$ cat config.mk
export PLATFORM = sky130hd
export DESIGN_NAME = sync_fifo
export DESIGN_NICKNAME = d
export VERILOG_FILES = /design/src/rtl/sync_fifo_pkg.sv /design/src/rtl/sync_fifo_ram.sv /design/src/rtl/sync_fifo.sv
export SDC_FILE = /design/constraint.sdc
export NUM_CORES = 1
export LEC_CHECK = 0
export CAP_MARGIN = 25
export CORE_UTILIZATION = 47
export CTS_CLUSTER_DIAMETER = 80
export DETAILED_ROUTE_END_ITERATION = 16
export GPL_ROUTABILITY_DRIVEN = 1
export PLACE_DENSITY = 0.73
export SYNTH_ARGS = -nofsm -noshare
export SYNTH_HDL_FRONTEND = slang
export SYNTH_SLANG_ARGS = --single-unit
$ cat constraint.sdc
create_clock -name clk -period 4.27 [get_ports clk]
set_clock_uncertainty 0.1 [all_clocks]
set_input_delay 0.854 -clock clk [delete_from_list [all_inputs] [get_ports clk]]
set_output_delay 0.854 -clock clk [all_outputs]
set_load 0.01 [all_outputs]
$ cat src/rtl/sync_fifo_pkg.sv
// Shared types and helpers for the single-clock FIFO.
package sync_fifo_pkg;

    typedef enum logic {
        FIFO_STD  = 1'b0,
        FIFO_FWFT = 1'b1
    } fifo_mode_e;

    // Width of an occupancy count that must reach the full depth inclusive.
    function automatic int count_width(input int depth);
        return $clog2(depth) + 1;
    endfunction

endpackage

$ cat src/rtl/sync_fifo_ram.sv
// Simple dual-port register array: synchronous write, combinational read.
module sync_fifo_ram #(
    parameter int DATA_WIDTH = 8,
    parameter int ADDR_WIDTH = 4
) (
    input  logic                  clk,
    input  logic                  we,
    input  logic [ADDR_WIDTH-1:0] waddr,
    input  logic [DATA_WIDTH-1:0] wdata,
    input  logic [ADDR_WIDTH-1:0] raddr,
    output logic [DATA_WIDTH-1:0] rdata
);

    logic [DATA_WIDTH-1:0] mem_q [2**ADDR_WIDTH];

    // NOTE: storage is deliberately not reset; the pointers alone define which words are live.
    always_ff @(posedge clk) begin
        if (we) begin
            mem_q[waddr] <= wdata;
        end
    end

    assign rdata = mem_q[raddr];

endmodule

$ cat src/rtl/sync_fifo.sv
// Single-clock FIFO with registered status flags, error pulses and a
// selectable standard or first-word-fall-through read port.
module sync_fifo
    import sync_fifo_pkg::*;
#(
    parameter int         DATA_WIDTH = 8,
    parameter int         FIFO_DEPTH = 16,
    parameter int         ALMOST_WR  = 2,
    parameter int         ALMOST_RD  = 1,
    parameter fifo_mode_e MODE       = FIFO_STD
) (
    input  logic                                 clk,
    input  logic                                 rst,
    input  logic                                 wr_en,
    input  logic [DATA_WIDTH-1:0]                din,
    input  logic                                 rd_en,
    output logic [DATA_WIDTH-1:0]                dout,
    output logic                                 full,
    output logic                                 almost_full,
    output logic                                 empty,
    output logic                                 almost_empty,
    output logic                                 wr_ack,
    output logic                                 overflow,
    output logic                                 valid,
    output logic                                 underflow,
    output logic [count_width(FIFO_DEPTH)-1:0]   data_count
);

    localparam int AW = $clog2(FIFO_DEPTH);
    localparam int PW = AW + 1;
    localparam int CW = count_width(FIFO_DEPTH);

    localparam logic [CW-1:0] FULL_LEVEL = CW'(FIFO_DEPTH);
    localparam logic [CW-1:0] AF_LEVEL   = CW'(FIFO_DEPTH - ALMOST_WR);
    localparam logic [CW-1:0] AE_LEVEL   = CW'(ALMOST_RD);

    if ((FIFO_DEPTH < 4) || ((FIFO_DEPTH & (FIFO_DEPTH - 1)) != 0)) begin : g_bad_depth
        $fatal(1, "sync_fifo: FIFO_DEPTH must be a power of two and at least 4");
    end
    if (ALMOST_WR >= FIFO_DEPTH) begin : g_bad_almost_wr
        $fatal(1, "sync_fifo: ALMOST_WR must be below FIFO_DEPTH");
    end
    if (ALMOST_RD >= FIFO_DEPTH) begin : g_bad_almost_rd
        $fatal(1, "sync_fifo: ALMOST_RD must be below FIFO_DEPTH");
    end

    logic [PW-1:0]         wr_ptr_q, wr_ptr_d, rd_ptr_q, rd_ptr_d;
    logic [CW-1:0]         count_q, count_d;
    logic                  full_q, full_d, almost_full_q, almost_full_d;
    logic                  empty_q, empty_d, almost_empty_q, almost_empty_d;
    logic                  wr_ack_q, wr_ack_d, overflow_q, overflow_d;
    logic                  underflow_q, underflow_d, valid_q, valid_d;
    logic [DATA_WIDTH-1:0] dout_q, dout_d;
    logic [DATA_WIDTH-1:0] ram_rdata;
    logic                  wr_accept, rd_accept;

    sync_fifo_ram #(
        .DATA_WIDTH (DATA_WIDTH),
        .ADDR_WIDTH (AW)
    ) u_ram (
        .clk   (clk),
        .we    (wr_accept),
        .waddr (wr_ptr_q[AW-1:0]),
        .wdata (din),
        .raddr (rd_ptr_q[AW-1:0]),
        .rdata (ram_rdata)
    );

    // NOTE: every always_comb output is given a value on every path, so no latch is inferred.
    always_comb begin
        wr_accept = wr_en && !full_q;
        rd_accept = rd_en && !empty_q;

        wr_ptr_d = wr_ptr_q + PW'(wr_accept);
        rd_ptr_d = rd_ptr_q + PW'(rd_accept);
        count_d  = wr_ptr_d - rd_ptr_d;

        full_d         = (count_d == FULL_LEVEL);
        almost_full_d  = (count_d >= AF_LEVEL);
        empty_d        = (count_d == '0);
        almost_empty_d = (count_d <= AE_LEVEL);

        wr_ack_d    = wr_accept;
        overflow_d  = wr_en && full_q;
        underflow_d = rd_en && empty_q;
        valid_d     = rd_accept;

        dout_d = dout_q;
        if (MODE == FIFO_STD && rd_accept) begin
            dout_d = ram_rdata;
        end
    end

    // NOTE: state registers use non-blocking assignments so every flop samples pre-edge values.
    always_ff @(posedge clk) begin
        if (rst) begin
            wr_ptr_q       <= '0;
            rd_ptr_q       <= '0;
            count_q        <= '0;
            full_q         <= 1'b0;
            almost_full_q  <= 1'b0;
            empty_q        <= 1'b1;
            almost_empty_q <= 1'b1;
            wr_ack_q       <= 1'b0;
            overflow_q     <= 1'b0;
            underflow_q    <= 1'b0;
            valid_q        <= 1'b0;
            dout_q         <= '0;
        end else begin
            wr_ptr_q       <= wr_ptr_d;
            rd_ptr_q       <= rd_ptr_d;
            count_q        <= count_d;
            full_q         <= full_d;
            almost_full_q  <= almost_full_d;
            empty_q        <= empty_d;
            almost_empty_q <= almost_empty_d;
            wr_ack_q       <= wr_ack_d;
            overflow_q     <= overflow_d;
            underflow_q    <= underflow_d;
            valid_q        <= valid_d;
            dout_q         <= dout_d;
        end
    end

    // FWFT presents the head word straight from the array, forced to zero when nothing is stored.
    assign dout  = (MODE == FIFO_FWFT) ? (empty_q ? '0 : ram_rdata) : dout_q;
    assign valid = (MODE == FIFO_FWFT) ? !empty_q : valid_q;

    assign full         = full_q;
    assign almost_full  = almost_full_q;
    assign empty        = empty_q;
    assign almost_empty = almost_empty_q;
    assign wr_ack       = wr_ack_q;
    assign overflow     = overflow_q;
    assign underflow    = underflow_q;
    assign data_count   = count_q;

endmodule

Word-level counts from Yosys, hierarchy flattened
Memory sizes are Yosys's and may differ from the RTL's. A register that Yosys moved wholly into a read port is not among the register bits.
Index checks and enable logic that the tools add are counted.
- reduce and logical (&&, ||, !) cells: 7
- add/sub/neg operators: 3
- equal/unequal tests: 1
- divide/modulo/power cells: 0
- order comparisons: 2
- mux-type cells: 2
- bitwise logic cells: 0
- $mul: 0
- shifts and indexed selects: 0
- operators by type and width (operator ; count):
    adder 5 x 1 -> 5 bit ; 2
    equality test 5 bit, second input constant ; 1
    >= comparator 5 x 4 -> 1 bit, second input constant ; 1
    <= comparator 5 x 1 -> 1 bit, second input constant ; 1
    zero test 5 bit ; 1
    subtractor 5 bit ; 1
    logical AND 1 bit ; 4
    zero test 1 bit ; 2
    2-to-1 mux 1 bit ; 2
- input bits: 12
- latch bits: 0
- memory bits (read-only): 0
- memory bits (writable): 128
- word-level logic and storage cells: 27
- memories: 1
- flip-flop bits (word level): 23
- memory list (memory ; words ; width ; rd ports ; clocked after memory_dff ; write ports ; line ; RTL):
    u_ram.mem_q ; 16 ; 8 ; 1 ; 1 ; 1 ; sync_fifo_ram.sv:14 ; logic [DATA_WIDTH-1:0] mem_q [2**ADDR_WIDTH];

Logic depth before layout (Yosys ltp)
Gate-level depths: netlist (run 1).
- depth after elaboration: 5
- gate-level depth with buffers: 13
- depth with buffers taken out: 11

Cells and area by module
From an unflattened synthesis (run 1), not the netlist that was laid out.
- cell total of the unflattened synthesis: 354
- area, all modules: 6233.5 um^2
- modules (own cells, without submodules) (module ; area each (um^2) ; cells each ; instances ; sequential area each (um^2)):
    sync_fifo_ram ; 4987.3 ; 221 ; 1 ; 3843.7
    sync_fifo ; 1246.2 ; 133 ; 1 ; 620.6

Worst setup path before layout (run 1)
Ideal clock, no wire load.
- path kind: input port to flip-flop
- start: input port rd_en
- end: register almost_empty_q (netlist: almost_empty)
- arrival time: 2.854 ns
- slack: 1.200 ns
- cell stages on the path: 13
- required time: 4.054 ns
- cells stage by stage: nand2b_1 > buf_6 > buf_6 > inv_1 > ha_1 > ha_1 > nor2b_1 > nor2_1 > ha_1 > o211ai_1 > nand2_1 > xor3_1 > a41o_1
- longest elaborated chain between the ends: 4
- ends and longest elaborated chain (item ; line ; RTL):
    start: declaration ; sync_fifo.sv:16 ; input logic rd_en,
    logical AND 1 bit ; sync_fifo.sv:72 ; rd_accept = rd_en && !empty_q;
    named net rd_accept ; sync_fifo.sv:55 ; logic wr_accept, rd_accept;
    adder 5 x 1 -> 5 bit ; sync_fifo.sv:75 ; rd_ptr_d = rd_ptr_q + PW'(rd_accept);
    named net rd_ptr_d[1] ; sync_fifo.sv:47 ; logic [PW-1:0] wr_ptr_q, wr_ptr_d, rd_ptr_q, rd_ptr_d;
    subtractor 5 bit ; sync_fifo.sv:76 ; count_d = wr_ptr_d - rd_ptr_d;
    <= comparator 5 x 1 -> 1 bit ; sync_fifo.sv:81 ; almost_empty_d = (count_d <= AE_LEVEL);
    end signal: assignment ; sync_fifo.sv:116 ; almost_empty_q <= almost_empty_d;
    end: declaration ; sync_fifo.sv:50 ; logic empty_q, empty_d, almost_empty_q, almost_empty_d;
The timed path passes the listed nets, and every way through them passes these cells.
A chain may end at the register's enable or synchronous reset.

Worst setup path after layout (run 1)
- start: input port wr_en
- end: register full_q (netlist: full)
- longest elaborated chain between the ends: 4
- ends and longest elaborated chain (item ; line ; RTL):
    start: declaration ; sync_fifo.sv:14 ; input logic wr_en,
    logical AND 1 bit ; sync_fifo.sv:71 ; wr_accept = wr_en && !full_q;
    adder 5 x 1 -> 5 bit ; sync_fifo.sv:74 ; wr_ptr_d = wr_ptr_q + PW'(wr_accept);
    named net wr_ptr_d[1] ; sync_fifo.sv:47 ;
    subtractor 5 bit ; sync_fifo.sv:76 ;
    equality test 5 bit ; sync_fifo.sv:78 ; full_d = (count_d == FULL_LEVEL);
    end signal: assignment ; sync_fifo.sv:113 ; full_q <= full_d;
    end: declaration ; sync_fifo.sv:49 ; logic full_q, full_d, almost_full_q, almost_full_d;
The timed path passes the listed nets, and every way through them passes these cells.

==> report_table.html, run 1 <==
<table>
<tr><th>Metric</th><th>Value</th></tr>
<tr><th colspan="2">Placed design</th></tr>
<tr><td>Instance count after placement with tap cells included</td><td>540</td></tr>
<tr><td>HPWL after detailed placement</td><td>6977 µm</td></tr>
<tr><td>PortBufs</td><td>32</td></tr>
<tr><td>Placer's final routability congestion estimate</td><td>0.7720</td></tr>
<tr><td>Post-placement worst setup slack</td><td>740.8 ps</td></tr>
<tr><th colspan="2">Logic synthesis</th></tr>
<tr><td>Main synth FF type</td><td>sky130_fd_sc_hd__edfxtp_1</td></tr>
<tr><td>Share of synthesized area spent on multiplexers</td><td>12.62%</td></tr>
<tr><td>Share of the synthesized area in the top cell type</td><td>61.92%</td></tr>
<tr><td>Post-Synth XOR/XNOR Area</td><td>1.794%</td></tr>
<tr><td>Async set-reset flop share out of synthesis</td><td>0%</td></tr>
<tr><td>Post-synthesis adder-cell area fraction</td><td>1.411%</td></tr>
<tr><td>Combinational family with the most area after synthesis</td><td>multiplexers</td></tr>
<tr><td>Post-Synth Simple-Gate Area</td><td>5.463%</td></tr>
<tr><td>Leading post-synthesis cells by cell area</td><td>sky130_fd_sc_hd__edfxtp_1 (62%), sky130_fd_sc_hd__dfxtp_1 (10%), sky130_fd_sc_hd__mux4_2 (6.5%), sky130_fd_sc_hd__mux4_1 (5.9%), sky130_fd_sc_hd__nor2_1 (2.2%)</td></tr>
<tr><td>Seq/Total Area, Yosys</td><td>71.92%</td></tr>
<tr><td>Combined area of all synthesized cells</td><td>0.006207 mm²</td></tr>
<tr><td>Compound-Gate Fraction of Synth Area</td><td>4.173%</td></tr>
<tr><td>Synth Net Count</td><td>363</td></tr>
<tr><td>Synthesized area divided by synthesized cell count</td><td>18.04 µm²</td></tr>
<tr><td>Post-synth top area cell</td><td>sky130_fd_sc_hd__edfxtp_1</td></tr>
<tr><td>Number of synthesized flops with an enable pin</td><td>128</td></tr>
<tr><td>Post-synthesis register bit count</td><td>159</td></tr>
<tr><td>Number of standard cells after synthesis</td><td>344</td></tr>
<tr><td>Unique cell type count in the Yosys netlist</td><td>33</td></tr>
<tr><td>Yosys warning count</td><td>0</td></tr>
<tr><th colspan="2">Final layout</th></tr>
<tr><td>Share of post-route cells with drive strength above 1</td><td>14.50%</td></tr>
<tr><td>Utilization after layout</td><td>57.27%</td></tr>
<tr><td>Layout overhead on the synthesized area</td><td>17.86%</td></tr>
<tr><td>Layout Cells excl Fill</td><td>572</td></tr>
<tr><td>Number of nets at the end of the flow</td><td>406</td></tr>
<tr><td>Commonest non-fill, non-tap cell in the layout</td><td>sky130_fd_sc_hd__edfxtp_1</td></tr>
<tr><td>Fill cell count</td><td>958</td></tr>
<tr><td>Commonest cells after routing, fill and taps aside</td><td>sky130_fd_sc_hd__edfxtp_1 (128), sky130_fd_sc_hd__nor2_1 (37), sky130_fd_sc_hd__clkdlybuf4s50_1 (32), sky130_fd_sc_hd__dfxtp_1 (30), sky130_fd_sc_hd__a21oi_1 (19)</td></tr>
<tr><td>Final antenna diode count</td><td>0</td></tr>
<tr><th colspan="2">Clock network</th></tr>
<tr><td>Worst-path clk slew</td><td>60 ps</td></tr>
<tr><td>Post-CTS repair timing setup buffer count</td><td>0</td></tr>
<tr><td>Clock tree from TritonCTS</td><td>yes</td></tr>
<tr><td>CTS H-tree depth</td><td>4</td></tr>
<tr><td>Post-CTS resize count</td><td>0</td></tr>
<tr><td>Worst-case clock buffer depth</td><td>2</td></tr>
<tr><td>Count of hold-fix buffers inserted at cts</td><td>0</td></tr>
<tr><td>Clock latency of the later-clocked register in the worst-skew pair</td><td>410 ps</td></tr>
<tr><td>CTS sink cnt</td><td>159</td></tr>
<tr><td>TritonCTS buffer count</td><td>17</td></tr>
<tr><td>Clock tree root driver cell</td><td>sky130_fd_sc_hd__clkbuf_16</td></tr>
<tr><th colspan="2">Detailed routing</th></tr>
<tr><td># DRC</td><td>0</td></tr>
<tr><td>Total via count after detailed routing</td><td>3156</td></tr>
<tr><td>Number of antenna-violating nets in the routed design</td><td>0</td></tr>
<tr><td>Via-to-Cell Ratio</td><td>5.517</td></tr>
<tr><td>DR pass1 iterations</td><td>4</td></tr>
<tr><td>Average wire per standard cell</td><td>20.02 µm</td></tr>
<tr><td>Sum of routed wire length over all layers</td><td>11450 µm</td></tr>
<tr><td>Initial detailed-routing violation count</td><td>247</td></tr>
<tr><th colspan="2">Power</th></tr>
<tr><td>Clock network fraction of total power</td><td>40.3%</td></tr>
<tr><td>PwrDens</td><td>548.7 mW/mm²</td></tr>
<tr><td>Flop pwr share</td><td>44.6%</td></tr>
<tr><td>Switching part of the total power</td><td>22.74%</td></tr>
<tr><td>Switching Power</td><td>0.9127 mW</td></tr>
<tr><td>Maximum ir drop on the vdd rail</td><td>0.2978 mV</td></tr>
<tr><td>Gate power share</td><td>15.1%</td></tr>
<tr><td>P_int</td><td>3.102 mW</td></tr>
<tr><td>Leakage component of the power</td><td>2.460 nW</td></tr>
<tr><th colspan="2">Global route</th></tr>
<tr><td>Vias in the first global route</td><td>3162</td></tr>
<tr><td>Global-route congestion overflow total</td><td>0</td></tr>
<tr><td>Maximum number of pins on one net before global-route repair</td><td>33</td></tr>
<tr><td>Number of antenna violations at the first check in global routing</td><td>0</td></tr>
<tr><td>GRT Resource Usage Total</td><td>18.69%</td></tr>
<tr><td>Global-route wire length before repair</td><td>17750 µm</td></tr>
<tr><th colspan="2">Floorplanning</th></tr>
<tr><td>Width of the die</td><td>116.9 µm</td></tr>
<tr><td>Area of the die</td><td>0.01367 mm²</td></tr>
<tr><td>Number of core rows</td><td>41</td></tr>
<tr><td>Core area</td><td>0.01277 mm²</td></tr>
<tr><td>Die outline height</td><td>116.9 µm</td></tr>
<tr><td>Number of top-level design ports</td><td>33</td></tr>
<tr><td>Initial core utilization</td><td>48.59%</td></tr>
<tr><th colspan="2">STA</th></tr>
<tr><td>Shortest period the worst path allows</td><td>3199 ps</td></tr>
<tr><td>Final setup margin</td><td>1071 ps</td></tr>
<tr><td>Highest attainable clock frequency</td><td>312.6 MHz</td></tr>
<tr><td>Final setup fails</td><td>0</td></tr>
<tr><td>Hold Slack</td><td>365.4 ps</td></tr>
<tr><td>Remaining max-slew budget at the tightest pin</td><td>35.60%</td></tr>
<tr><td>Number of failing hold endpoints at the final stage</td><td>0</td></tr>
<tr><td>Pin slew with the least headroom to its limit</td><td>962.5 ps</td></tr>
<tr><td>Tcrit/Tclk final</td><td>74.91%</td></tr>
<tr><td>Setup TNS after final layout</td><td>0 ps</td></tr>
<tr><td>Max Slew Vio Count</td><td>0</td></tr>
<tr><td>Unrepaired setup endpoints after global routing</td><td>no</td></tr>
<tr><th colspan="2">Critical path</th></tr>
<tr><td>Kind of end point of the critical path</td><td>flip-flop</td></tr>
<tr><td>Category of the critical setup timing path</td><td>in2reg</td></tr>
<tr><td>Worst EP required</td><td>4470 ps</td></tr>
<tr><td>CP max FO</td><td>4</td></tr>
<tr><td>Kind of start point of the critical path</td><td>primary input</td></tr>
<tr><td>Critical path arrival</td><td>3400 ps</td></tr>
<tr><th colspan="2">Worst hold path</th></tr>
<tr><td>Class of the worst hold path</td><td>reg2reg</td></tr>
<tr><th colspan="2">Run</th></tr>
<tr><td>Count of max-cap constraint violations</td><td>0</td></tr>
<tr><th colspan="2">Status</th></tr>
<tr><td>Run status</td><td>complete, no violations</td></tr>
</table>
-- power groups by stage --
stage | clock [mW] | combinational [mW] | sequential, mW
4_1_cts | 1.64 | 0.611 | 1.79
6_report | 1.62 | 0.606 | 1.79
3_5_place_dp | 0 | 0.602 | 1.82
2_1_floorplan | 0 | 0.383 | 1.84
5_1_grt | 1.71 | 0.661 | 1.80
3_3_place_gp | 0 | 0.593 | 1.82
-- cell type report --
type                    count  area (µm²)  area share, %
inverters                   4       15.01         0.2052
multi-input cells         163        1580          21.60
clock buffers              18       429.2          5.866
well taps                 172       215.2          2.942
clock inverters            14       215.2          2.942
flip-flops and latches    159        4466          61.04
repair buffers             42       395.4          5.404
-- flip-flops by register name (all words and copies together) (netlist names) --
name and cells:
empty 1, underflow 1, data_count 5, wr_ptr_q 5, dout 8, u_ram.mem_q 128, wr_ack 1, valid 1
almost_full 1, almost_empty 1, overflow 1, rd_ptr_q 5, full 1
-- stage by stage --
step / power, mW / instance area [µm²]
global route: 4.169 / 7316
global placement: 2.414 / 6671
CTS: 4.040 / 7316
detailed placement: 2.427 / 6671
finish: 4.014 / 7316
floorplan: 2.226 / 6207
-- cell usage after synthesis (all sizes together), types with 2 or more instances --
| cell type | instances |
|---|---|
| a21oi | 19 |
| a22oi | 16 |
| a41o | 2 |
| and2 | 2 |
| buf | 13 |
| clkbuf | 3 |
| dfxtp | 31 |
| edfxtp | 128 |
| ha | 7 |
| inv | 4 |
| mux4 | 32 |
| nand2 | 6 |
| nand2b | 5 |
| nand3 | 4 |
| nor2 | 37 |
| nor2b | 11 |
| nor3 | 4 |
| xnor2 | 4 |
| xor2 | 6 |
-- logic make-up (layout without fill, tap and decap cells) --
group                    Yosys count  count (layout)
multiplexers                      33              33
flip-flops                       159             159
adder cells (fa/ha/maj)            7               7
AO/OA/AOI/OAI                     40              40
AND/OR/NAND/NOR                   72              72
XOR/XNOR                          11              11
buffers and inverters             22              78
-- metal layers --
metal  track usage [%]  part of all wire (%)  routed length [µm]
met5                 0                     0                   0
met4             7.342                   1.5                 176
met3             4.068                   5.2                 597
met2             30.06                    51                5814
met1             25.15                    42                4863
-- path summary, 6_finish.rpt --
kind,slack (ps),from,to,cells past startpoint
worst max register to register,1570,empty,full,11
worst min-delay path,370,empty,underflow,2
worst max-delay path,1070,wr_en,full,11
worst min register to register,370,empty,underflow,2
-- critical path, cell delays in order --
cell	delay (ps)
sky130_fd_sc_hd__clkdlybuf4s50_1	440
sky130_fd_sc_hd__nor2b_1	170
sky130_fd_sc_hd__and2_1	200
sky130_fd_sc_hd__ha_1	310
sky130_fd_sc_hd__nor2b_1	250
sky130_fd_sc_hd__nor2_1	90
sky130_fd_sc_hd__ha_1	220
sky130_fd_sc_hd__o211ai_1	270
sky130_fd_sc_hd__a21oi_1	110
sky130_fd_sc_hd__mux2i_1	250
sky130_fd_sc_hd__and4b_1	240
Power figures use the tool's default switching activity.
==> run 2: changes to the inputs <==
- PLACE_DENSITY: 0.73 -> 0.75
- clock period: 4.27 -> 2.7 ns (I/O delays scaled with it)
==> report_table.html, run 2 (same netlist as run 1, synthesis figures left out) <==
<table>
<tr><th>Metric</th><th>Value</th></tr>
<tr><th colspan="2">Global route</th></tr>
<tr><td>Global-route congestion overflow total</td><td>0 (unchanged)</td></tr>
<tr><td>GRT Resource Usage Total</td><td>18.91% (+0.21 points)</td></tr>
<tr><td>Global-route wire length before repair</td><td>17930 µm (+0.97%)</td></tr>
<tr><td>Number of antenna violations at the first check in global routing</td><td>0 (unchanged)</td></tr>
<tr><td>Vias in the first global route</td><td>3185 (+0.73%)</td></tr>
<tr><td>Maximum number of pins on one net before global-route repair</td><td>33 (unchanged)</td></tr>
<tr><th colspan="2">Final layout</th></tr>
<tr><td>Final antenna diode count</td><td>0 (unchanged)</td></tr>
<tr><td>Layout overhead on the synthesized area</td><td>20.58%</td></tr>
<tr><td>Final non-filler cell area</td><td>0.007485 mm² (+2.3%)</td></tr>
<tr><td>Largest register FFs</td><td>128 (unchanged)</td></tr>
<tr><td>Layout Cells excl Fill</td><td>594 (+3.8%)</td></tr>
<tr><td>Commonest cells after routing, fill and taps aside</td><td>sky130_fd_sc_hd__edfxtp_1 (128), sky130_fd_sc_hd__nor2_1 (37), sky130_fd_sc_hd__buf_4 (31), sky130_fd_sc_hd__dfxtp_1 (30), sky130_fd_sc_hd__clkdlybuf4s50_1 (30)</td></tr>
<tr><td>Share of post-route cells with drive strength above 1</td><td>21.56% (+7.1 points)</td></tr>
<tr><td>Largest register by flop count</td><td>u_ram.mem_q</td></tr>
<tr><td>Number of nets at the end of the flow</td><td>428 (+5.4%)</td></tr>
<tr><td>Commonest non-fill, non-tap cell in the layout</td><td>sky130_fd_sc_hd__edfxtp_1</td></tr>
<tr><th colspan="2">Detailed routing</th></tr>
<tr><td>Initial detailed-routing violation count</td><td>275 (+11%)</td></tr>
<tr><td>DR pass1 iterations</td><td>4 (unchanged)</td></tr>
<tr><td>Number of antenna-violating nets in the routed design</td><td>0 (unchanged)</td></tr>
<tr><td>Average wire per standard cell</td><td>19.68 µm (-1.7%)</td></tr>
<tr><td>Sum of routed wire length over all layers</td><td>11690 µm (+2.1%)</td></tr>
<tr><td># DRC</td><td>0 (unchanged)</td></tr>
<tr><td>Total via count after detailed routing</td><td>3182 (+0.82%)</td></tr>
<tr><td>Via-to-Cell Ratio</td><td>5.357 (-2.9%)</td></tr>
<tr><th colspan="2">Floorplanning</th></tr>
<tr><td>Number of core rows</td><td>41 (unchanged)</td></tr>
<tr><td>Number of top-level design ports</td><td>33 (unchanged)</td></tr>
<tr><td>Initial core utilization</td><td>48.59% (unchanged)</td></tr>
<tr><td>Width of the die</td><td>116.9 µm (unchanged)</td></tr>
<tr><td>Area of the die</td><td>0.01367 mm² (unchanged)</td></tr>
<tr><td>Core area</td><td>0.01277 mm² (unchanged)</td></tr>
<tr><td>Die outline height</td><td>116.9 µm (unchanged)</td></tr>
<tr><th colspan="2">Critical path</th></tr>
<tr><td>CP max FO</td><td>3 (-1)</td></tr>
<tr><td>Critical path arrival</td><td>2760 ps (-640 ps)</td></tr>
<tr><td>Kind of start point of the critical path</td><td>flip-flop</td></tr>
<tr><td>Category of the critical setup timing path</td><td>reg2reg</td></tr>
<tr><td>Worst EP required</td><td>2910 ps (-1560 ps)</td></tr>
<tr><td>Depth of the worst register-to-register path</td><td>11 (unchanged)</td></tr>
<tr><td>Kind of end point of the critical path</td><td>flip-flop</td></tr>
<tr><th colspan="2">STA</th></tr>
<tr><td>Tcrit/Tclk final</td><td>94.41%</td></tr>
<tr><td>Final setup fails</td><td>0 (unchanged)</td></tr>
<tr><td>Highest attainable clock frequency</td><td>392.3 MHz</td></tr>
<tr><td>Pin slew with the least headroom to its limit</td><td>703.1 ps (-259.4 ps)</td></tr>
<tr><td>Setup TNS after final layout</td><td>0 ps (unchanged)</td></tr>
<tr><td>Number of failing hold endpoints at the final stage</td><td>0 (unchanged)</td></tr>
<tr><td>Max Slew Vio Count</td><td>0 (unchanged)</td></tr>
<tr><td>Unrepaired setup endpoints after global routing</td><td>no</td></tr>
<tr><td>Remaining max-slew budget at the tightest pin</td><td>53.03% (+17 points)</td></tr>
<tr><td>Shortest period the worst path allows</td><td>2549 ps</td></tr>
<tr><th colspan="2">Placed design</th></tr>
<tr><td>PortBufs</td><td>32 (unchanged)</td></tr>
<tr><td>Area of placed instances</td><td>0.006844 mm² (+2.6%)</td></tr>
<tr><td>Placer's final routability congestion estimate</td><td>0.8086 (+4.7%)</td></tr>
<tr><td>HPWL after detailed placement</td><td>7394 µm (+6.0%)</td></tr>
<tr><td>Instance count after placement with tap cells included</td><td>561 (+3.9%)</td></tr>
<tr><th colspan="2">Clock network</th></tr>
<tr><td>CTS sink cnt</td><td>159 (unchanged)</td></tr>
<tr><td>Clock latency of the later-clocked register in the worst-skew pair</td><td>420 ps (about the same)</td></tr>
<tr><td>TritonCTS buffer count</td><td>17 (unchanged)</td></tr>
<tr><td>Worst-path clk slew</td><td>60 ps (about the same)</td></tr>
<tr><td>Worst-case clock buffer depth</td><td>2 (unchanged)</td></tr>
<tr><td>CTS H-tree depth</td><td>4 (unchanged)</td></tr>
<tr><td>Clock tree root driver cell</td><td>sky130_fd_sc_hd__clkbuf_16</td></tr>
<tr><td>Clock tree from TritonCTS</td><td>yes</td></tr>
<tr><th colspan="2">Power</th></tr>
<tr><td>Final Power</td><td>6.144 mW (+53%)</td></tr>
<tr><td>Maximum ir drop on the vdd rail</td><td>0.5480 mV (+84%)</td></tr>
<tr><td>PwrDens</td><td>820.8 mW/mm² (+50%)</td></tr>
<tr><td>Leakage component of the power</td><td>2.526 nW (+2.7%)</td></tr>
<tr><th colspan="2">Worst hold path</th></tr>
<tr><td>Cell depth of the worst hold path</td><td>3 (+1)</td></tr>
<tr><td>Class of the worst hold path</td><td>in2reg</td></tr>
<tr><th colspan="2">Status</th></tr>
<tr><td>Run status</td><td>complete, no violations</td></tr>
<tr><th colspan="2">Run</th></tr>
<tr><td>Count of max-cap constraint violations</td><td>0 (unchanged)</td></tr>
</table>
run 2: cell types whose count changed in the layout (fill, tap and decap cells not counted), sizes merged:
cell	change
buf	+22
bufinv	-4
clkinvlp	+3
inv	+2
clkinv	-3
clkbuf	+2
dlymetal6s2s	+2
clkdlybuf4s50	-2
run 2: layout make-up:
type / instances / area, µm²
fillers: 904 / 5289
flip-flops and latches: 159 / 4466
multi-input cells: 163 / 1663
repair buffers: 64 / 578.1
clock buffers: 20 / 436.7
well taps: 172 / 215.2
clock inverters: 12 / 111.4
inverters: 4 / 15.01
run 2: through the flow:
step | util [%] | setup WS (ps) | hold WS, ps
2_1_floorplan | - | 1.007 | 361.4
3_3_place_gp | 53.58 | -345.5 | 341.0
3_5_place_dp | 53.58 | -399.4 | 336.0
4_1_cts | 57.89 | 9.503 | 345.7
5_1_grt | 58.60 | 28.75 | 287.4
6_report | 58.60 | 150.9 | 285.7
run 2: path summary, 6_finish.rpt:
check	startpoint	to	slack, ps
worst max register to register	empty	empty	150
worst min register to register	empty	underflow	340
worst max-delay path	empty	empty	150
worst min-delay path	rd_en	underflow	290
run 2: routing by layer:
metal | vias to the layer above | track usage [%] | wire [µm]
met5 | - | 0 | 0
met4 | 0 | 6.414 | 176
met3 | 11 | 5.922 | 714
met2 | 78 | 30.30 | 5840
met1 | 1606 | 24.71 | 4960
li1 | 1487 | - | -
run 2: worst max-delay path: stages (launching register included):
cell	delay [ps]
sky130_fd_sc_hd__dfxtp_1	340
sky130_fd_sc_hd__nand2b_1	140
sky130_fd_sc_hd__inv_1	80
sky130_fd_sc_hd__ha_4	170
sky130_fd_sc_hd__ha_4	270
sky130_fd_sc_hd__nor2b_4	140
sky130_fd_sc_hd__nor2_1	50
sky130_fd_sc_hd__ha_2	180
sky130_fd_sc_hd__o211ai_1	230
sky130_fd_sc_hd__nand2_1	110
sky130_fd_sc_hd__xor3_1	380
sky130_fd_sc_hd__a41o_1	240
run 2: repair_timing:
action	4_1_cts	5_1_grt
endpoints found under the hold margin	0	0
hold buffers	0	0
pin swaps	0	7
cloned	0	0
buffers inserted	0	1
gates resized for setup	1	14
setup endpoints to repair	1	5
run 2: power by group:
group	leakage (nW)	switching (mW)	total [mW]	internal, mW
Clock	0.251	0.940	2.21	1.27
Combinational	0.865	0.505	1.09	0.587
Sequential	1.41	0.0580	2.84	2.78
Total	2.53	1.50	6.14	4.64
==> run 3: changes to the inputs <==
- CTS_BUF_LIST: unset -> sky130_fd_sc_hd__clkbuf_8 sky130_fd_sc_hd__clkbuf_16
- SYNTH_HIERARCHICAL: unset -> 1
==> report_table.html, run 3 <==
<table>
<tr><th>Metric</th><th>Value</th></tr>
<tr><th colspan="2">Status</th></tr>
<tr><td>Run status</td><td>complete, no violations</td></tr>
<tr><th colspan="2">Logic synthesis</th></tr>
<tr><td>Post-synth top area cell</td><td>sky130_fd_sc_hd__edfxtp_1</td></tr>
<tr><td>Main synth FF type</td><td>sky130_fd_sc_hd__edfxtp_1</td></tr>
<tr><td>Top cell types by occurrence after synthesis</td><td>sky130_fd_sc_hd__edfxtp_1 (128), sky130_fd_sc_hd__dfxtp_1 (31), sky130_fd_sc_hd__nand2_1 (29)</td></tr>
<tr><td>Seq/Total Area, Yosys</td><td>71.62% (-0.30 points)</td></tr>
<tr><td>Share of the synthesized area in the top cell type</td><td>61.66% (-0.26 points)</td></tr>
<tr><td>Synthesized area divided by synthesized cell count</td><td>17.61 µm² (-2.4%)</td></tr>
<tr><td>Number of standard cells after synthesis</td><td>354 (+2.9%)</td></tr>
<tr><td>Yosys warning count</td><td>6 (+6)</td></tr>
<tr><td>Unique cell type count in the Yosys netlist</td><td>39 (+18%)</td></tr>
<tr><td>Synth Net Count</td><td>371 (+2.2%)</td></tr>
<tr><td>Dominant cell by count in the synthesized netlist</td><td>sky130_fd_sc_hd__edfxtp_1</td></tr>
<tr><td>Number of synthesized flops with an enable pin</td><td>128 (unchanged)</td></tr>
<tr><td>Leading post-synthesis cells by cell area</td><td>sky130_fd_sc_hd__edfxtp_1 (62%), sky130_fd_sc_hd__dfxtp_1 (10%), sky130_fd_sc_hd__mux4_2 (6.5%), sky130_fd_sc_hd__mux4_1 (5.9%), sky130_fd_sc_hd__a22oi_1 (2.0%)</td></tr>
<tr><td>Combined area of all synthesized cells</td><td>0.006233 mm² (+0.42%)</td></tr>
<tr><td>Post-synthesis register bit count</td><td>159 (unchanged)</td></tr>
<tr><td>Async set-reset flop share out of synthesis</td><td>0% (unchanged)</td></tr>
<tr><th colspan="2">Placed design</th></tr>
<tr><td>HPWL after detailed placement</td><td>7604 µm (+2.8%)</td></tr>
<tr><td>Placer's final routability congestion estimate</td><td>0.8098 (+0.15%)</td></tr>
<tr><td>PortBufs</td><td>32 (unchanged)</td></tr>
<tr><td>Instance count after placement with tap cells included</td><td>578 (+3.0%)</td></tr>
<tr><td>Post-placement worst setup slack</td><td>-523.5 ps (-124.1 ps)</td></tr>
<tr><td>Area of placed instances</td><td>0.006989 mm² (+2.1%)</td></tr>
<tr><th colspan="2">Detailed routing</th></tr>
<tr><td>Average wire per standard cell</td><td>20.66 µm (+5.0%)</td></tr>
<tr><td>Total via count after detailed routing</td><td>3387 (+6.4%)</td></tr>
<tr><td>Initial detailed-routing violation count</td><td>300 (+9.1%)</td></tr>
<tr><td>Via-to-Cell Ratio</td><td>5.525 (+3.1%)</td></tr>
<tr><td># DRC</td><td>0 (unchanged)</td></tr>
<tr><td>Number of antenna-violating nets in the routed design</td><td>0 (unchanged)</td></tr>
<tr><td>DR pass1 iterations</td><td>4 (unchanged)</td></tr>
<tr><td>Sum of routed wire length over all layers</td><td>12660 µm (+8.3%)</td></tr>
<tr><th colspan="2">STA</th></tr>
<tr><td>Final setup margin</td><td>135.0 ps (-15.86 ps)</td></tr>
<tr><td>Remaining max-slew budget at the tightest pin</td><td>48.20% (-4.8 points)</td></tr>
<tr><td>Final setup fails</td><td>0 (unchanged)</td></tr>
<tr><td>Shortest period the worst path allows</td><td>2565 ps (+15.87 ps)</td></tr>
<tr><td>Tcrit/Tclk final</td><td>95.00% (+0.59 points)</td></tr>
<tr><td>Unrepaired setup endpoints after global routing</td><td>no</td></tr>
<tr><td>Highest attainable clock frequency</td><td>389.9 MHz (-0.62%)</td></tr>
<tr><td>Max Slew Vio Count</td><td>0 (unchanged)</td></tr>
<tr><td>Hold Slack</td><td>353.0 ps (+67.38 ps)</td></tr>
<tr><td>Pin slew with the least headroom to its limit</td><td>775.3 ps (+72.24 ps)</td></tr>
<tr><td>Number of failing hold endpoints at the final stage</td><td>0 (unchanged)</td></tr>
<tr><th colspan="2">Clock network</th></tr>
<tr><td>CTS sink cnt</td><td>159 (unchanged)</td></tr>
<tr><td>Clock tree from TritonCTS</td><td>yes</td></tr>
<tr><td>TritonCTS buffer count</td><td>17 (unchanged)</td></tr>
<tr><td>Worst-case clock buffer depth</td><td>2 (unchanged)</td></tr>
<tr><td>Worst-path clk slew</td><td>60 ps (about the same)</td></tr>
<tr><td>CTS H-tree depth</td><td>4 (unchanged)</td></tr>
<tr><td>Count of hold-fix buffers inserted at cts</td><td>0 (unchanged)</td></tr>
<tr><td>Clock latency of the later-clocked register in the worst-skew pair</td><td>420 ps (about the same)</td></tr>
<tr><td>Clock tree root driver cell</td><td>sky130_fd_sc_hd__clkbuf_16</td></tr>
<tr><th colspan="2">Worst hold path</th></tr>
<tr><td>Class of the worst hold path</td><td>reg2reg</td></tr>
<tr><th colspan="2">Floorplanning</th></tr>
<tr><td>Die outline height</td><td>117.2 µm (+0.21%)</td></tr>
<tr><td>Area of the die</td><td>0.01373 mm² (+0.42%)</td></tr>
<tr><td>Initial core utilization</td><td>48.80% (+0.21 points)</td></tr>
<tr><td>Number of core rows</td><td>41 (unchanged)</td></tr>
<tr><td>Number of top-level design ports</td><td>33 (unchanged)</td></tr>
<tr><td>Core area</td><td>0.01277 mm² (unchanged)</td></tr>
<tr><td>Width of the die</td><td>117.2 µm (+0.21%)</td></tr>
<tr><th colspan="2">Power</th></tr>
<tr><td>Maximum ir drop on the vdd rail</td><td>0.5998 mV (+9.4%)</td></tr>
<tr><td>Final Power</td><td>6.730 mW (+9.5%)</td></tr>
<tr><td>Leakage component of the power</td><td>2.613 nW (+3.4%)</td></tr>
<tr><td>PwrDens</td><td>873.4 mW/mm² (+6.4%)</td></tr>
<tr><th colspan="2">Critical path</th></tr>
<tr><td>Kind of start point of the critical path</td><td>primary input</td></tr>
<tr><td>Series of cell instances along the critical path</td><td>dlygate4sd2_1, nor2b_4, and2_4, ha_4, xnor2_1, ha_2, o311a_1, a311oi_2, xnor2_2, and4bb_1</td></tr>
<tr><td>Buffers &amp; Inverters on Critical Path</td><td>1 (unchanged)</td></tr>
<tr><td>Worst path top cell family by delay</td><td>compound AO/OA/AOI/OAI gates</td></tr>
<tr><td>Category of the critical setup timing path</td><td>in2reg</td></tr>
<tr><td>Critical path arrival</td><td>2780 ps (+20 ps)</td></tr>
<tr><td>CP max FO</td><td>5 (+2)</td></tr>
<tr><td>Worst EP required</td><td>2920 ps (about the same)</td></tr>
<tr><td>Kind of end point of the critical path</td><td>flip-flop</td></tr>
<tr><td>Slowest stage delay, CP</td><td>350 ps (-30 ps)</td></tr>
<tr><td>Slowest CP cell</td><td>sky130_fd_sc_hd__o311a_1</td></tr>
<tr><th colspan="2">Final layout</th></tr>
<tr><td>Layout Cells excl Fill</td><td>613 (+3.2%)</td></tr>
<tr><td>Largest register FFs</td><td>128 (unchanged)</td></tr>
<tr><td>Commonest non-fill, non-tap cell in the layout</td><td>sky130_fd_sc_hd__edfxtp_1</td></tr>
<tr><td>Final antenna diode count</td><td>0 (unchanged)</td></tr>
<tr><td>Final non-filler cell area</td><td>0.007705 mm² (+2.9%)</td></tr>
<tr><td>Largest register by flop count</td><td>u_ram/mem_q</td></tr>
<tr><td>Commonest cells after routing, fill and taps aside</td><td>sky130_fd_sc_hd__edfxtp_1 (128), sky130_fd_sc_hd__buf_4 (36), sky130_fd_sc_hd__dfxtp_1 (30), sky130_fd_sc_hd__clkdlybuf4s50_1 (30), sky130_fd_sc_hd__nand2_1 (29)</td></tr>
<tr><td>Number of nets at the end of the flow</td><td>445 (+4.0%)</td></tr>
<tr><td>Share of post-route cells with drive strength above 1</td><td>24.04% (+2.5 points)</td></tr>
<tr><td>Layout overhead on the synthesized area</td><td>23.60%</td></tr>
<tr><th colspan="2">Global route</th></tr>
<tr><td>Global-route wire length before repair</td><td>19370 µm (+8.0%)</td></tr>
<tr><td>Vias in the first global route</td><td>3445 (+8.2%)</td></tr>
<tr><td>Number of antenna violations at the first check in global routing</td><td>0 (unchanged)</td></tr>
<tr><td>Maximum number of pins on one net before global-route repair</td><td>33 (unchanged)</td></tr>
<tr><td>Global-route congestion overflow total</td><td>0 (unchanged)</td></tr>
<tr><td>GRT Resource Usage Total</td><td>20.60% (+1.7 points)</td></tr>
<tr><th colspan="2">Run</th></tr>
<tr><td>Count of max-cap constraint violations</td><td>0 (unchanged)</td></tr>
</table>
run 3: changes by cell type in the layout (fill, tap and decap cells not counted), sizes merged, moves of 3 or more:
| cell | before | now |
|---|---|---|
| clkinvlp | 5 | 1 |
| bufinv | 1 | 5 |
| a21oi | 19 | 10 |
| nand2 | 6 | 29 |
| buf | 32 | 38 |
| nor2 | 37 | 28 |
| clkinv | 3 | 6 |
| xnor2 | 4 | 9 |
| clkbuf | 20 | 17 |
run 3: cell families (layout without fill, tap and decap cells):
logic type,after synthesis,in the layout,share of synthesized area [%]
buf+inv,17,104,1.807
flops,159,159,71.62
mux,32,32,12.40
compound gates,35,35,4.015
fa+ha+maj,5,5,1.004
simple gates,92,92,6.945
xor+xnor,14,14,2.208
run 3: layout make-up:
type / instances / area [µm²]
clock buffer: 17 / 425.4
clock inverter: 15 / 234.0
fill: 880 / 5069
inverter: 2 / 7.507
multi-input combinational: 178 / 1738
sequential: 159 / 4466
tap: 172 / 215.2
timing repair buffer: 70 / 619.3
run 3: worst register-to-register path, delay by kind of cell (launching register included):
family          cells  cell delay (ps)
simple gates        2              460
compound gates      2              680
xor+xnor            2              350
fa+ha+maj           2              400
flops               1              410
buf+inv             1               40
run 3: path summary, 6_finish.rpt:
kind | endpoint | slack [ps] | startpoint | cells after the start
setup reg to reg | full | 150 | empty | 9
hold reg to reg | dout[7] | 350 | dout[7] | 2
hold / removal | dout[7] | 350 | dout[7] | 2
setup / recovery | full | 140 | rd_en | 10
run 3: layer usage:
metal | wire [µm] | vias up | global-route usage, %
met1 | 5265 | 1731 | 27.00
met4 | 221 | 0 | 9.536
met5 | 0 | - | 0
met2 | 6507 | 101 | 32.82
met3 | 669 | 15 | 4.892
li1 | - | 1540 | -
run 3: what timing repair did:
action,4_1_cts,5_1_grt
buffers inserted,3,0
hold endpoints to repair,0,0
pin swaps,6,0
resized for setup,9,1
endpoints found under the setup margin,2,1
run 3: power by group:
| part | leakage [nW] | total (mW) | switching (mW) | internal (mW) |
|---|---|---|---|---|
| Combinational | 0.882 | 1.25 | 0.574 | 0.679 |
| Sequential | 1.41 | 2.85 | 0.0654 | 2.78 |
| Clock | 0.321 | 2.63 | 0.972 | 1.66 |
run 3: through the flow:
stage                     TNS [ps]  util [%]
after CTS                        0     60.26
after global placement       -1949     54.72
final                            0     60.32
after floorplan                  0         -
after detailed placement     -2423     54.72
after global routing             0     60.32
